### src/rtl/reg_file_sb.sv
// reg_file_sb: two-read/two-write register file with a load-busy scoreboard.
// Generates a stall signal when an operand, or a load destination, still has a load outstanding.
module reg_file_sb #(
    parameter int W       = 8,
    parameter int D       = 4,
    parameter bit BLANK_A = 1'b1,
    parameter bit BLANK_B = 1'b0,
    parameter bit BYPASS  = 1'b1
) (
    input  logic         CLK,
    input  logic         RST_N,
    input  logic         wr_en,
    input  logic [D-1:0] wr_addr,
    input  logic [W-1:0] wr_data,
    input  logic         ld_valid,
    input  logic [D-1:0] ld_addr,
    input  logic [W-1:0] ld_data,
    input  logic         lock_en,
    input  logic [D-1:0] lock_addr,
    input  logic [D-1:0] rd_addrA,
    input  logic [D-1:0] rd_addrB,
    input  logic         rd_enA,
    input  logic         rd_enB,
    output logic [W-1:0] rd_dataA,
    output logic [W-1:0] rd_dataB,
    output logic         busy_A,
    output logic         busy_B,
    output logic         stall,
    output logic [D:0]   pending
);
    localparam int N = 2**D;

    logic [W-1:0] regs [N];
    logic [N-1:0] busy, busy_n;
    logic [D:0]   cnt;

    // The ALU write is younger than a returning load, so it wins the forward.
    function automatic logic [W-1:0] rd(input logic [D-1:0] a, input logic blank);
        rd = (blank && a == '0) ? '0 :
             (BYPASS && wr_en && wr_addr == a) ? wr_data :
             (BYPASS && ld_valid && ld_addr == a) ? ld_data : regs[a];
    endfunction

    function automatic logic busy_rd(input logic [D-1:0] a);
        busy_rd = busy[a] & ~(BYPASS && ((ld_valid && ld_addr == a) || (wr_en && wr_addr == a)));
    endfunction

    assign rd_dataA = rd(rd_addrA, BLANK_A);
    assign rd_dataB = rd(rd_addrB, BLANK_B);
    assign busy_A   = busy_rd(rd_addrA);
    assign busy_B   = busy_rd(rd_addrB);
    assign stall    = (rd_enA & busy_A) | (rd_enB & busy_B) | (lock_en & busy_rd(lock_addr));

    always_comb begin
        busy_n = busy;
        if (ld_valid) busy_n[ld_addr] = 1'b0;
        if (wr_en) busy_n[wr_addr] = 1'b0;
        if (lock_en) busy_n[lock_addr] = 1'b1;
        cnt = '0;
        for (int i = 0; i < N; i++) cnt = cnt + {{D{1'b0}}, busy_n[i]};
    end

    always_ff @(posedge CLK or negedge RST_N) begin
        if (!RST_N) begin
            for (int i = 0; i < N; i++) regs[i] <= '0;
            busy    <= '0;
            pending <= '0;
        end else begin
            if (ld_valid) regs[ld_addr] <= ld_data;
            if (wr_en) regs[wr_addr] <= wr_data;
            busy    <= busy_n;
            pending <= cnt;
        end
    end
endmodule

### config.mk
export PLATFORM = sky130hd
export DESIGN_NAME = reg_file_sb
export DESIGN_NICKNAME = d
export VERILOG_FILES = /design/src/rtl/reg_file_sb.sv
export SDC_FILE = /design/constraint.sdc
export NUM_CORES = 1
export LEC_CHECK = 0
export BUFFER_PORTS_ARGS = -buffer_cell sky130_fd_sc_hd__buf_2
export CORE_ASPECT_RATIO = 0.9
export CORE_MARGIN = 1
export CORE_UTILIZATION = 29
export CTS_BUF_LIST = sky130_fd_sc_hd__clkbuf_4 sky130_fd_sc_hd__clkbuf_8
export CTS_CLUSTER_SIZE = 25
export DETAILED_ROUTE_END_ITERATION = 6
export MAX_ROUTING_LAYER = met4
export PLACE_DENSITY_LB_ADDON = 0.25
export SKIP_CTS_REPAIR_TIMING = 1
export SLEW_MARGIN = 40
export SYNTH_ARGS = -nofsm -noshare
export SYNTH_HDL_FRONTEND = slang
export SYNTH_SLANG_ARGS = --single-unit
### constraint.sdc
create_clock -name CLK -period 4.21 [get_ports CLK]
set_input_delay 0.842 -clock CLK [delete_from_list [all_inputs] [get_ports CLK]]
set_output_delay 0.842 -clock CLK [all_outputs]
set_load 0.005 [all_outputs]
==> results_dict.tcl <==
set metrics [dict create \
    status "completed" \
    fp-row-count 64 \
    grt_pass1_wl_mm 58.5 \
    insertion_delay_ns 0.48 \
    diodes 0 \
    synth_warnings 0 \
    place_congestion 0.950 \
    p_leak_nw 4.93 \
    worst_setup_path_start_kind "input port" \
    fin_skew_ns 0.0113 \
    reg2reg_from "busy[11]" \
    worstSetupPathType "input port to flop" \
    root_buffer "clkbuf_8" \
    cts_num_sinks 149 \
    reg2reg_slack_ns 0.55 \
    end_kind "flop" \
    wl_per_cell_um 23.9 \
    portBuffers 66 \
    min_path_type "input port to async pin" \
    drive_gt1_share_pct 27.0 \
    fillCellCount 3566 \
    die_x_um 200 \
    grt-ovfl-total 0 \
    grt_pass1_vias 8446 \
    final_cell_area_um2 12100 \
    ios 67 \
    worst_pin_slew_ns 0.796 \
    synth_ff_type "dfrtp_1" \
    core_um2 34300 \
    cp_data_arrival_time_ns 4.48 \
    first_pass_iters 6 \
    final_common_cell "dfrtp_1" \
    synthDistinctLibCells 40 \
    syn_area_per_cell_um2 9.60 \
    drcViolationCount 0 \
    antenna_left 0 \
    crit_chain "buf_2 > nand2_1 > nor2_1 > nand3_1 > nand2_1 > o21ai_0 > fa_1 > inv_1 > fa_1 > fa_2 > inv_1 > fa_2 > ha_4 > fa_2 > a21oi_2 > nor2b_1" \
    drtIter0Drc 1027 \
    cpMostUsedCell "fa_2" \
    slew_violations 0 \
    layout_common_cells "dfrtp_1, nor2_1, a21oi_1" \
    placed_cell_area_um2 11700 \
    syn_nets 1121 \
    synth.cell_area_um2 10200 \
    vdd_drop_max_uv 266 \
    viasPerCell 5.38 \
    hold_slack_ns 0.375 \
    async_flop_share_pct 100 \
    grt_max_degree 78 \
    dpl.hpwl_mm 27.6 \
    netlist_instances 1063 \
    path_max_fanout 6 \
    grtUsageTotal_pct 23.1 \
    slowest_stage "fa_1" \
    initial_utilization_pct 29.8 \
    dr_total_vias 8763 \
    ctsHtreeMaxLevel 4 \
    rsz0062_at_grt "false" \
    crit_required_ns 4.59 \
    nets 1211 \
    fp.dieArea_um2 35900 \
    fin_crit_sh_pct 97.5 \
    maxCapViolCount 0 \
    fmax_mhz 244 \
    finalSetupTns_ns 0 \
    cts_tree "yes" \
    wl_mm 39.0 \
    p_per_area_nw_per_um2 456 \
    synth_edf_count 0 \
    ys_ff_latch 149 \
    area_growth_pct 18.6 \
    dieHeight_um 180 \
    critPathLaunch "wr_addr[2]" \
    clkTransAtPathRegs_ns 0.10 \
    setup-violations-final 0 \
    totalPowerFinal_w 0.00551 \
    cts_made_buffers 17 \
    slowest_delay_ns 0.56 \
    seq_area_frac_synth_pct 36.5 \
    cts_buffer_depth 2 \
    slew_headroom_pct 46.8 \
    hold_viol 0 \
    antenna_found_initial 0 \
    period_minus_slack_ns 4.10 \
]
-- area by class of cell --
cell class,count,area [um^2],share of cell area [%]
clock buffers,19,255,2.11
clock inverters,13,158,1.30
inverters,30,113,0.931
multi-input cells,783,6080,50.3
flip-flops and latches,149,3730,30.8
well taps,462,578,4.78
repair buffers,172,1180,9.79
-- worst max-delay path: cells and delay by family --
kind | cells | cell delay [ns]
adder cells (fa/ha/maj) | 6 | 2.51
AND/OR/NAND/NOR | 5 | 0.54
buffers and inverters | 3 | 0.30
AO/OA/AOI/OAI | 2 | 0.29
-- power by group --
| group | switching, W | total [W] | internal (W) |
|---|---|---|---|
| clock | 0.000612 | 0.00122 | 0.000605 |
| combinational | 0.00107 | 0.00218 | 0.00111 |
| sequential | 0.000312 | 0.00212 | 0.00180 |
-- path summary, 6_finish.rpt --
kind	endpoint	cells past startpoint
worst max-delay path	pending[4]	16
worst min-delay path	regs[110]	1
worst max register to register	pending[4]	12
worst min register to register	regs[116]	2
max in group asynchronous	regs[114]	2
min in group CLK	regs[116]	2
-- layer usage --
| layer | vias to the layer above | track usage (%) | part of all wire, % |
|---|---|---|---|
| li1 | 3973 | - | - |
| met1 | 4401 | 33.7 | 46 |
| met2 | 346 | 33.3 | 45 |
| met3 | 43 | 3.47 | 7.0 |
| met4 | 0 | 5.53 | 1.9 |
| met5 | - | - | 0 |
-- logic make-up (layout without fill, tap and decap cells) --
| logic type | count (synthesis) | after routing | share of synthesized area (%) |
|---|---|---|---|
| xor+xnor | 26 | 26 | 2.23 |
| fa+ha+maj | 15 | 15 | 2.58 |
| compound gates | 270 | 270 | 14.9 |
| mux | 167 | 167 | 25.9 |
| buf+inv | 131 | 234 | 5.03 |
| simple gates | 305 | 305 | 12.8 |
| flops | 149 | 149 | 36.5 |
-- registers in the layout, indices dropped and copies added, names as in the netlist --
signal	cells
busy	16
pending	5
regs	128
-- stage by stage --
step / worst slack, ns / cells / util, %
finish: 0.105 / 1628 / 35.3
global route: 0.0279 / 1628 / 35.3
CTS: 0.0729 / 1628 / 35.3
detailed placement: -0.458 / 1596 / 34.1
global placement: -0.368 / 1596 / 34.1
floorplan: -0.457 / 1063 / -
-- synth_stat cells, drive strengths merged (12+ instances only) --
cell	n	share of area (%)
mux2i	82	8.0
nor2b	12	0.74
mux4	77	17
clkbuf	81	3.0
buf	20	0.94
nand2	96	3.5
a21oi	147	7.2
o21ai	72	3.5
nor2	156	5.9
dfrtp	149	37
a22oi	16	1.2
xor2	19	1.6
inv	30	1.1
Note: power is estimated with default switching activity, not from simulation.
